File: src/rtl/retire_unit_if.sv
// Retire unit bus: ROB head entries in, pop strobes and commit side effects out.
// master = retire unit, slave = ROB / map / free-list side.
// RETIRE_STALL_CNT_EN adds stall_count to the bundle.
interface retire_unit_if #(
  parameter int PRF_IDX = 6,
  parameter int ARF_IDX = 5
);
  logic               head1_valid, head1_done, head1_bmisp, head1_halt, head1_wr;
  logic [ARF_IDX-1:0] head1_ard;
  logic [PRF_IDX-1:0] head1_pdest, head1_pold;
  logic [63:0]        head1_btarget;
  logic               head2_valid, head2_done, head2_bmisp, head2_halt, head2_wr;
  logic [ARF_IDX-1:0] head2_ard;
  logic [PRF_IDX-1:0] head2_pdest, head2_pold;
  logic [63:0]        head2_btarget;

  logic               rd1, rd2;
  logic               amt_we1, amt_we2;
  logic [ARF_IDX-1:0] amt_idx1, amt_idx2;
  logic [PRF_IDX-1:0] amt_preg1, amt_preg2;
  logic               free_en1, free_en2;
  logic [PRF_IDX-1:0] free_preg1, free_preg2;
  logic               flush, redirect_en, halted;
  logic [63:0]        redirect_pc;
  logic [31:0]        retire_count;
`ifdef RETIRE_STALL_CNT_EN
  logic [31:0]        stall_count;
`endif

  modport master (
    input  head1_valid, head1_done, head1_bmisp, head1_halt, head1_wr,
           head1_ard, head1_pdest, head1_pold, head1_btarget,
           head2_valid, head2_done, head2_bmisp, head2_halt, head2_wr,
           head2_ard, head2_pdest, head2_pold, head2_btarget,
    output rd1, rd2, amt_we1, amt_we2, amt_idx1, amt_idx2, amt_preg1, amt_preg2,
           free_en1, free_en2, free_preg1, free_preg2,
           flush, redirect_en, redirect_pc, halted, retire_count
`ifdef RETIRE_STALL_CNT_EN
    , output stall_count
`endif
  );

  modport slave (
    output head1_valid, head1_done, head1_bmisp, head1_halt, head1_wr,
           head1_ard, head1_pdest, head1_pold, head1_btarget,
           head2_valid, head2_done, head2_bmisp, head2_halt, head2_wr,
           head2_ard, head2_pdest, head2_pold, head2_btarget,
    input  rd1, rd2, amt_we1, amt_we2, amt_idx1, amt_idx2, amt_preg1, amt_preg2,
           free_en1, free_en2, free_preg1, free_preg2,
           flush, redirect_en, redirect_pc, halted, retire_count
`ifdef RETIRE_STALL_CNT_EN
    , input stall_count
`endif
  );
endinterface

File: src/rtl/retire_unit.sv
// In-order dual-slot commit stage at the ROB head.
// Pops up to two completed entries per cycle, updates the architectural map,
// frees old physical registers, starts mispredict flush/redirect, stops on halt.
// Optional: RETIRE_STALL_CNT_EN adds stall_count (RUN cycles with head1 valid, not done).

// Per-slot map/free write decode.
module retire_slot #(
  parameter int PRF_IDX = 6,
  parameter int ARF_IDX = 5
) (
  input  logic               rd,
  input  logic               wr,
  input  logic [ARF_IDX-1:0] ard,
  input  logic [PRF_IDX-1:0] pdest,
  input  logic [PRF_IDX-1:0] pold,
  output logic               we,
  output logic [ARF_IDX-1:0] idx,
  output logic [PRF_IDX-1:0] map_preg,
  output logic [PRF_IDX-1:0] free_preg
);
  // All-ones arch index is the zero register: retires without touching map or free list.
  assign we        = rd & wr & (ard != '1);
  assign idx       = we ? ard   : '0;
  assign map_preg  = we ? pdest : '0;
  assign free_preg = we ? pold  : '0;
endmodule

module retire_unit #(
  parameter int PRF_IDX      = 6,
  parameter int ARF_IDX      = 5,
  parameter int FLUSH_CYCLES = 2
) (
  input  logic          clk,
  input  logic          reset,
  retire_unit_if.master bus
);
  localparam int       NUM_LANES  = 2;
  localparam logic [3:0] FLUSH_LAST = 4'(FLUSH_CYCLES - 1);

  typedef enum logic [1:0] {RUN, FLUSH, HALTED} state_t;

  state_t     state, state_nxt;
  logic [3:0] fcnt, fcnt_nxt;
  logic       ok1, ok2, rd1, rd2, misp, halt_ret;
  logic [63:0] redir_pc;

  logic [NUM_LANES-1:0]              rd_v, wr_v, we_v;
  logic [NUM_LANES-1:0][ARF_IDX-1:0] ard_v, idx_v;
  logic [NUM_LANES-1:0][PRF_IDX-1:0] pdest_v, pold_v, map_v, free_v;
  logic                              same_dest;

  // Slot2 is only eligible behind a clean, completed slot1.
  assign ok1 = bus.head1_valid & bus.head1_done;
  assign ok2 = ok1 & ~bus.head1_bmisp & ~bus.head1_halt & bus.head2_valid & bus.head2_done;

  // State and flush countdown.
  always_ff @(posedge clk or negedge reset)
    if (!reset) begin
      state <= RUN;
      fcnt  <= '0;
    end else begin
      state <= state_nxt;
      fcnt  <= fcnt_nxt;
    end

  // Retire decision (RUN only), recovery/halt sequencing.
  always_comb begin
    state_nxt = state;
    fcnt_nxt  = fcnt;
    rd1       = 1'b0;
    rd2       = 1'b0;
    misp      = 1'b0;
    halt_ret  = 1'b0;
    redir_pc  = '0;
    case (state)
      RUN: begin
        rd1      = ok1;
        rd2      = ok2;
        misp     = (ok1 & bus.head1_bmisp) | (ok2 & bus.head2_bmisp);
        halt_ret = (ok1 & bus.head1_halt)  | (ok2 & bus.head2_halt);
        redir_pc = (ok1 & bus.head1_bmisp) ? bus.head1_btarget : bus.head2_btarget;
        if (misp) begin
          state_nxt = FLUSH;
          fcnt_nxt  = FLUSH_LAST;
        end else if (halt_ret) begin
          state_nxt = HALTED;
        end
      end
      // A halt that also mispredicted is already latched in halted; park after the flush.
      FLUSH: begin
        if (fcnt == 4'd0) state_nxt = bus.halted ? HALTED : RUN;
        else              fcnt_nxt  = fcnt - 4'd1;
      end
      HALTED:  state_nxt = HALTED;
      default: state_nxt = RUN;
    endcase
  end

  assign bus.rd1 = rd1;
  assign bus.rd2 = rd2;

  assign rd_v    = {rd2, rd1};
  assign wr_v    = {bus.head2_wr, bus.head1_wr};
  assign ard_v   = {bus.head2_ard, bus.head1_ard};
  assign pdest_v = {bus.head2_pdest, bus.head1_pdest};
  assign pold_v  = {bus.head2_pold, bus.head1_pold};

  for (genvar i = 0; i < NUM_LANES; i++) begin : g_slot
    retire_slot #(.PRF_IDX(PRF_IDX), .ARF_IDX(ARF_IDX)) u_slot (
      .rd       (rd_v[i]),
      .wr       (wr_v[i]),
      .ard      (ard_v[i]),
      .pdest    (pdest_v[i]),
      .pold     (pold_v[i]),
      .we       (we_v[i]),
      .idx      (idx_v[i]),
      .map_preg (map_v[i]),
      .free_preg(free_v[i])
    );
  end

  // Younger slot owns the final mapping; older map write is redundant.
  assign same_dest = &we_v & (ard_v[0] == ard_v[1]);

  // Commit side effects, one cycle after the pop.
  always_ff @(posedge clk or negedge reset)
    if (!reset) begin
      bus.amt_we1      <= 1'b0;
      bus.amt_we2      <= 1'b0;
      bus.amt_idx1     <= '0;
      bus.amt_idx2     <= '0;
      bus.amt_preg1    <= '0;
      bus.amt_preg2    <= '0;
      bus.free_en1     <= 1'b0;
      bus.free_en2     <= 1'b0;
      bus.free_preg1   <= '0;
      bus.free_preg2   <= '0;
      bus.flush        <= 1'b0;
      bus.redirect_en  <= 1'b0;
      bus.redirect_pc  <= '0;
      bus.halted       <= 1'b0;
      bus.retire_count <= '0;
    end else begin
      bus.amt_we1      <= we_v[0] & ~same_dest;
      bus.amt_we2      <= we_v[1];
      bus.amt_idx1     <= same_dest ? '0 : idx_v[0];
      bus.amt_idx2     <= idx_v[1];
      bus.amt_preg1    <= same_dest ? '0 : map_v[0];
      bus.amt_preg2    <= map_v[1];
      bus.free_en1     <= we_v[0];
      bus.free_en2     <= we_v[1];
      bus.free_preg1   <= free_v[0];
      bus.free_preg2   <= free_v[1];
      bus.flush        <= (state_nxt == FLUSH);
      bus.redirect_en  <= misp;
      bus.redirect_pc  <= misp ? redir_pc : '0;
      bus.halted       <= bus.halted | halt_ret;
      bus.retire_count <= bus.retire_count + {31'd0, rd1} + {31'd0, rd2};
    end

`ifdef RETIRE_STALL_CNT_EN
  // Head blocked on an incomplete instruction while retirement is live.
  always_ff @(posedge clk or negedge reset)
    if (!reset) bus.stall_count <= '0;
    else if (state == RUN && bus.head1_valid && !bus.head1_done)
      bus.stall_count <= bus.stall_count + 32'd1;
`endif
endmodule

File: src/flat_wrapper.sv
// flat-port wrapper written by rule: the top's interface ports become plain ports
module retire_unit_flat 
#(
  parameter int PRF_IDX      = 6,
  parameter int ARF_IDX      = 5,
  parameter int FLUSH_CYCLES = 2
)
  (clk, reset, bus_head1_valid, bus_head1_done, bus_head1_bmisp, bus_head1_halt, bus_head1_wr, bus_head1_ard, bus_head1_pdest, bus_head1_pold, bus_head1_btarget, bus_head2_valid, bus_head2_done, bus_head2_bmisp, bus_head2_halt, bus_head2_wr, bus_head2_ard, bus_head2_pdest, bus_head2_pold, bus_head2_btarget, bus_rd1, bus_rd2, bus_amt_we1, bus_amt_we2, bus_amt_idx1, bus_amt_idx2, bus_amt_preg1, bus_amt_preg2, bus_free_en1, bus_free_en2, bus_free_preg1, bus_free_preg2, bus_flush, bus_redirect_en, bus_redirect_pc, bus_halted, bus_retire_count);
  retire_unit_if #(.PRF_IDX(PRF_IDX), .ARF_IDX(ARF_IDX)) bus_i ();
  input  logic clk;
  input  logic reset;
  input wire logic [$bits(bus_i.head1_valid)-1:0] bus_head1_valid;
  input wire logic [$bits(bus_i.head1_done)-1:0] bus_head1_done;
  input wire logic [$bits(bus_i.head1_bmisp)-1:0] bus_head1_bmisp;
  input wire logic [$bits(bus_i.head1_halt)-1:0] bus_head1_halt;
  input wire logic [$bits(bus_i.head1_wr)-1:0] bus_head1_wr;
  input wire logic [$bits(bus_i.head1_ard)-1:0] bus_head1_ard;
  input wire logic [$bits(bus_i.head1_pdest)-1:0] bus_head1_pdest;
  input wire logic [$bits(bus_i.head1_pold)-1:0] bus_head1_pold;
  input wire logic [$bits(bus_i.head1_btarget)-1:0] bus_head1_btarget;
  input wire logic [$bits(bus_i.head2_valid)-1:0] bus_head2_valid;
  input wire logic [$bits(bus_i.head2_done)-1:0] bus_head2_done;
  input wire logic [$bits(bus_i.head2_bmisp)-1:0] bus_head2_bmisp;
  input wire logic [$bits(bus_i.head2_halt)-1:0] bus_head2_halt;
  input wire logic [$bits(bus_i.head2_wr)-1:0] bus_head2_wr;
  input wire logic [$bits(bus_i.head2_ard)-1:0] bus_head2_ard;
  input wire logic [$bits(bus_i.head2_pdest)-1:0] bus_head2_pdest;
  input wire logic [$bits(bus_i.head2_pold)-1:0] bus_head2_pold;
  input wire logic [$bits(bus_i.head2_btarget)-1:0] bus_head2_btarget;
  output wire logic [$bits(bus_i.rd1)-1:0] bus_rd1;
  output wire logic [$bits(bus_i.rd2)-1:0] bus_rd2;
  output wire logic [$bits(bus_i.amt_we1)-1:0] bus_amt_we1;
  output wire logic [$bits(bus_i.amt_we2)-1:0] bus_amt_we2;
  output wire logic [$bits(bus_i.amt_idx1)-1:0] bus_amt_idx1;
  output wire logic [$bits(bus_i.amt_idx2)-1:0] bus_amt_idx2;
  output wire logic [$bits(bus_i.amt_preg1)-1:0] bus_amt_preg1;
  output wire logic [$bits(bus_i.amt_preg2)-1:0] bus_amt_preg2;
  output wire logic [$bits(bus_i.free_en1)-1:0] bus_free_en1;
  output wire logic [$bits(bus_i.free_en2)-1:0] bus_free_en2;
  output wire logic [$bits(bus_i.free_preg1)-1:0] bus_free_preg1;
  output wire logic [$bits(bus_i.free_preg2)-1:0] bus_free_preg2;
  output wire logic [$bits(bus_i.flush)-1:0] bus_flush;
  output wire logic [$bits(bus_i.redirect_en)-1:0] bus_redirect_en;
  output wire logic [$bits(bus_i.redirect_pc)-1:0] bus_redirect_pc;
  output wire logic [$bits(bus_i.halted)-1:0] bus_halted;
  output wire logic [$bits(bus_i.retire_count)-1:0] bus_retire_count;
  assign bus_i.head1_valid = bus_head1_valid;
  assign bus_i.head1_done = bus_head1_done;
  assign bus_i.head1_bmisp = bus_head1_bmisp;
  assign bus_i.head1_halt = bus_head1_halt;
  assign bus_i.head1_wr = bus_head1_wr;
  assign bus_i.head1_ard = bus_head1_ard;
  assign bus_i.head1_pdest = bus_head1_pdest;
  assign bus_i.head1_pold = bus_head1_pold;
  assign bus_i.head1_btarget = bus_head1_btarget;
  assign bus_i.head2_valid = bus_head2_valid;
  assign bus_i.head2_done = bus_head2_done;
  assign bus_i.head2_bmisp = bus_head2_bmisp;
  assign bus_i.head2_halt = bus_head2_halt;
  assign bus_i.head2_wr = bus_head2_wr;
  assign bus_i.head2_ard = bus_head2_ard;
  assign bus_i.head2_pdest = bus_head2_pdest;
  assign bus_i.head2_pold = bus_head2_pold;
  assign bus_i.head2_btarget = bus_head2_btarget;
  assign bus_rd1 = bus_i.rd1;
  assign bus_rd2 = bus_i.rd2;
  assign bus_amt_we1 = bus_i.amt_we1;
  assign bus_amt_we2 = bus_i.amt_we2;
  assign bus_amt_idx1 = bus_i.amt_idx1;
  assign bus_amt_idx2 = bus_i.amt_idx2;
  assign bus_amt_preg1 = bus_i.amt_preg1;
  assign bus_amt_preg2 = bus_i.amt_preg2;
  assign bus_free_en1 = bus_i.free_en1;
  assign bus_free_en2 = bus_i.free_en2;
  assign bus_free_preg1 = bus_i.free_preg1;
  assign bus_free_preg2 = bus_i.free_preg2;
  assign bus_flush = bus_i.flush;
  assign bus_redirect_en = bus_i.redirect_en;
  assign bus_redirect_pc = bus_i.redirect_pc;
  assign bus_halted = bus_i.halted;
  assign bus_retire_count = bus_i.retire_count;
  retire_unit #(.PRF_IDX(PRF_IDX), .ARF_IDX(ARF_IDX), .FLUSH_CYCLES(FLUSH_CYCLES)) u_core (.clk(clk), .reset(reset), .bus(bus_i));
endmodule
File: config.mk
export PLATFORM = sky130hd
export DESIGN_NAME = retire_unit_flat
export DESIGN_NICKNAME = d
export VERILOG_FILES = /design/src/rtl/retire_unit_if.sv /design/src/rtl/retire_unit.sv /design/src/flat_wrapper.sv
export SDC_FILE = /design/constraint.sdc
export NUM_CORES = 1
export LEC_CHECK = 0
export ABC_AREA = 1
export CAP_MARGIN = 10
export CORE_MARGIN = 1
export CORE_UTILIZATION = 44
export DETAILED_ROUTE_END_ITERATION = 8
export PLACE_DENSITY = 0.87
export RECOVER_POWER = 25
export SLEW_MARGIN = 20
export SYNTH_ARGS = -nofsm -noshare
export SYNTH_HDL_FRONTEND = slang
export SYNTH_SLANG_ARGS = --single-unit
File: constraint.sdc
create_clock -name clk -period 4.9 [get_ports clk]
set_clock_uncertainty 0.1 [all_clocks]
set_input_delay 1.47 -clock clk [delete_from_list [all_inputs] [get_ports clk]]
set_output_delay 1.47 -clock clk [all_outputs]
set_load 0.005 [all_outputs]
### After elaboration in Yosys (flattened, before gate mapping)

Index checks and enable logic that the tools add are counted.

* register bits: 142
* input port bits: 174

* add/subtract/negate cells: 3
* eq/ne operators: 8
* mux-type cells: 23
* bitwise gates (word level): 21
* reductions and logical operators: 5

Operator list (number)
* 64-bit 2-to-1 mux: 3
* 32-bit by 1-bit adder with 32-bit output: 2
* 6-bit 2-to-1 mux: 5
* 1-bit AND: 15
* 5-bit 2-to-1 mux: 3
* 5-bit != test, second input constant: 2
* 2-bit 2-to-1 mux: 4
* 4-bit 2-to-1 mux: 2
* 4-bit case mux with 2 select lines: 1
* 2-bit case mux with 3 select lines: 1
* 5-bit == test: 1
* 2-bit by 1-bit == test with 1-bit output, second input constant: 2
* 4-bit zero test: 1
* 1-bit 2-to-1 mux: 4
* 4-bit by 1-bit subtractor with 4-bit output, second input constant: 1
* 1-bit NOT: 3
* 1-bit bitwise OR: 3
* 3-bit AND reduction: 1
* 2-bit == test, second input constant: 1
* 2-bit zero test: 1
* 2-bit by 1-bit != test with 1-bit output, second input constant: 1
* 2-bit != test, second input constant: 1
* 2-bit AND reduction: 1
* 2-bit nonzero test: 1

### Longest topological paths before layout

* depth in word-level cells: 12
* depth in mapped cells: 16
* mapped depth without buffers: 16

### Cells and area by module

A second synthesis with hierarchy kept.

* cell total of the unflattened synthesis: 741
* area, all modules: 6372.4 um^2

Modules (own cells, without submodules)
* retire_unit: instances 1, cells an instance 661, area each 6024.5 um^2, seq. area each 3553.4 um^2
* retire_slot: instances 2, cells an instance 40, area each 173.9 um^2, seq. area each 0.0 um^2

### Worst setup path after synthesis

No wires, ideal clock.

* kind: input -> register
* start: in bus_head1_valid
* end: reg u_core.bus.retire_count[24] (netlist name)
* setup time: 0.117 ns
* data arrival time: 3.406 ns
* required time: 4.683 ns
* slack: 1.278 ns
* stages on the path: 15
* cell sequence: nand2_1 nor2_1 nand2_1 nor2_4 inv_1 fa_1 inv_1 ha_1 nand3_2 nor2_4 nand2_1 inv_1 nand2_1 nand2_1 nand2_1

* cells in the longest elaborated chain, start to end: 7

Ends and longest elaborated chain
* start, declared: line flat_wrapper.sv:12 `input wire logic [$bits(bus_i.head1_valid)-1:0] bus_head1_valid;`
* 1-bit AND: line retire_unit.sv:53 `assign ok1 = bus.head1_valid & bus.head1_done;`
* 1-bit AND (4 in series): line retire_unit.sv:54 `assign ok2 = ok1 & ~bus.head1_bmisp & ~bus.head1_halt & bus.head2_valid & bus.head2_done;`
* 1-bit 2-to-1 mux: line retire_unit.sv:75 `case (state)`
* net bus_rd2: line flat_wrapper.sv:31 `output wire logic [$bits(bus_i.rd2)-1:0] bus_rd2;`
* 32-bit by 1-bit adder with 32-bit output: line retire_unit.sv:158 `bus.retire_count <= bus.retire_count + {31'd0, rd1} + {31'd0, rd2};`
* end signal, assigned: line retire_unit.sv:158
* end, declared: line retire_unit_if.sv:37 `flush, redirect_en, redirect_pc, halted, retire_count`

The timed path passes the listed nets, and every way through them passes these cells.
A chain may end at the register's enable or synchronous reset.

### Worst setup path in the final report

* start: in bus_head1_valid
* end: out bus_rd2

* cells in the longest elaborated chain, start to end: 6

Ends and longest elaborated chain (line)
* 1-bit AND: retire_unit.sv:53
* 1-bit AND (4 in series): retire_unit.sv:54
* 1-bit 2-to-1 mux: retire_unit.sv:75
* end, declared: flat_wrapper.sv:31

No other way between the ends.

==> impl_metrics.json <==
{
  "initial_core_util_pct": 44.98,
  "synth_nets": 897,
  "rsz0062_at_grt": "false",
  "synth-edff-count": 0,
  "first_pass_iters": 7,
  "tns_ns": 0,
  "grt_max_degree": 120,
  "wl_um": 19580,
  "clk_path_buf_depth": 2,
  "yosysTopAreaCellShare_pct": 56.91,
  "num_rows": 43,
  "clk_latency_ns": 0.42,
  "cp-start-kind": "primary input",
  "synth_top_family_by_area": "simple AND/OR/NAND/NOR gates",
  "dp_hpwl_um": 14410,
  "cp.required_ns": 3.33,
  "stdcell_count": 1217,
  "fin_util_pct": 72.38,
  "synth_top_cell_by_area": "dfrtp_1",
  "setup_viol": 0,
  "synth_cell_types": 27,
  "violations": "capacitance limit, slew limit",
  "routedWlPerCell_um": 16.08,
  "max_cap_viol_count": 1,
  "num_vias": 6123,
  "slew_headroom_pct": -97.22,
  "synth_compound_area_share_pct": 5.431,
  "nNetsFinal": 1202,
  "synth-simple-area-share_pct": 26.89,
  "p_leak_uw": 0.004640,
  "final_layout_size_suffix_gt1_share_pct": 5.689,
  "max_freq_mhz": 218.2,
  "cellPowerDensity_nw_per_um2": 318.8,
  "ys_seq_area_share_pct": 56.91,
  "slew_violations": 120,
  "critPathKind": "in -> out",
  "synthXorXnorAreaFrac_pct": 2.806,
  "die_w_um": 121.1,
  "avgSynthCellArea_sq_um": 8.684,
  "yosys_most_used_dff": "dfrtp_1",
  "dp_slack_ns": 0.3413,
  "via_per_inst": 5.031,
  "ys_ff_latch": 142,
  "area_delta_synth_final_pct": 60.92,
  "arrival_ns": 3.01,
  "syn_inst": 719,
  "syn_area_sq_um": 6243,
  "fin_ws_ns": 0.3168,
  "period_share_pct": 93.53,
  "placed_cells": 1185,
  "synthArstFlopShare_pct": 100.0,
  "cts_buffers": 17,
  "synth_adder_area_share_pct": 0.9218,
  "antenna_found_initial": 0,
  "drt_iter0_drc": 412,
  "gr-usage-all-layers_pct": 27.54,
  "grt_pass1_wl_um": 30150,
  "tightest_slew_ns": 2.958,
  "vdd_drop_max_v": 0.0002280,
  "finalHoldViolCount": 0,
  "clock-root-buffer": "clkbuf_16",
  "cts_hold_buffers": 0,
  "cp-end-kind": "output pin",
  "cts_tree": "built",
  "cts-htree-levels": 4,
  "dieHeight_um": 121.1,
  "yosys_warnings": 0,
  "first_global_vias": 6081,
  "ys_top_cells_by_area": "dfrtp_1 (57%), nand2_1 (11%), nand3_1 (6.9%)",
  "coreArea_sq_um": 13880,
  "cts_setup_buffers": 0,
  "min_path_type": "reg -> reg",
  "diodes": 0,
  "p_total_uw": 3203,
  "ant_nets": 0,
  "overflow": 0,
  "fin_crit_ns": 4.583,
  "critPathMaxFanout": 5,
  "cts_resized": 0,
  "io_pins": 313,
  "cts.sinks": 142,
  "drc": 0,
  "gp_congestion": 0.9258,
  "dieArea_sq_um": 14670,
  "synthMuxAreaShare_pct": 0,
  "outcome": "finished with violations",
  "port-buffer-count": 312,
  "cts.clk_slew.worst_paths_ns": 0.06
}
==> worst paths after layout <==
path,start,end,slack [ns],cells after the start
setup reg to reg,u_core.state[0]$_DFF_PN0_,u_core.bus.retire_count[24]$_DFF_PN0_,2.04,14
hold reg to reg,u_core.bus.retire_count[25]$_DFF_PN0_,u_core.bus.retire_count[25]$_DFF_PN0_,0.42,2
hold / removal,u_core.bus.retire_count[25]$_DFF_PN0_,u_core.bus.retire_count[25]$_DFF_PN0_,0.42,2
setup / recovery,bus_head1_valid,bus_rd2,0.32,6
min in group asynchronous,reset,u_core.bus.retire_count[24]$_DFF_PN0_,1.83,1
max in group asynchronous,reset,u_core.bus.redirect_pc[52]$_DFF_PN0_,1.06,1
==> area by class of cell <==
type | count | area [sq um]
fill | 999 | 3834
sequential | 142 | 3553
timing repair buffer | 318 | 3158
multi-input combinational | 474 | 2253
clock buffer | 20 | 456.7
inverter | 71 | 266.5
tap | 180 | 225.2
clock inverter | 12 | 133.9
==> routing by layer <==
metal | global-route usage, % | part of all wire [%] | vias to the layer above
li1 | - | - | 2876
met4 | 14.58 | 4.4 | 0
met5 | 0 | 0 | -
met1 | 29.99 | 36 | 2860
met2 | 48.64 | 52 | 319
met3 | 7.472 | 6.6 | 68
==> placed cells by master, fill, tap and decap left out, drive strengths merged, types with 7 or more instances in the layout <==
master,count
a21oi,64
buf,7
clkbuf,21
clkdlybuf4s50,310
dfrtp,142
inv,74
nand2,189
nand3,88
nor2,83
nor3,15
xnor2,7
xor2,13
==> cells by family after synthesis <==
logic type               after synthesis
AO/OA/AOI/OAI                         65
XOR/XNOR                              20
adder cells (fa/ha/maj)                4
buffers and inverters                103
flip-flops                           142
AND/OR/NAND/NOR                      385
==> state kept, by name, summed over array words and instances (netlist names), 2 cells and up <==
signal	cells
u_core.state	2
u_core.bus.free_preg1	6
u_core.bus.amt_idx2	5
u_core.bus.free_preg2	6
u_core.bus.retire_count	32
u_core.fcnt	4
u_core.bus.amt_idx1	5
u_core.bus.amt_preg1	6
u_core.bus.redirect_pc	64
u_core.bus.amt_preg2	6
==> where the power goes <==
group / switching, uW / internal [uW]
logic: 277 / 319
clock network: 505 / 779
registers: 61.0 / 1260
total: 843 / 2360
==> Yosys cell counts (3+ instances only) <==
cell type / instances
nand2_1: 186
dfrtp_1: 142
nand3_1: 86
nor2_1: 77
inv_1: 70
a21oi_1: 61
buf_2: 15
xor2_1: 13
nor3_1: 12
xnor2_1: 7
buf_1: 6
clkbuf_1: 5
nand3b_1: 5
nand4_1: 5
nor2_4: 4
a21oi_2: 3
buf_4: 3
buf_6: 3
ha_1: 3
nand2_2: 3
==> critical path, stage by stage <==
cell             delay [ns]
clkdlybuf4s50_1        0.49
nand2_1                0.11
nor2_1                 0.16
nand2_1                0.10
nor2_4                 0.16
clkdlybuf4s50_1        0.53
==> stage by stage <==
stage,area (sq um),hold WS [ns]
2_1_floorplan,6243,0.3756
3_3_place_gp,9463,0.3879
3_5_place_dp,9463,0.4024
4_1_cts,10050,0.4182
5_1_grt,10050,0.4566
6_report,10050,0.4194
Note: power is estimated with default switching activity, not from simulation.
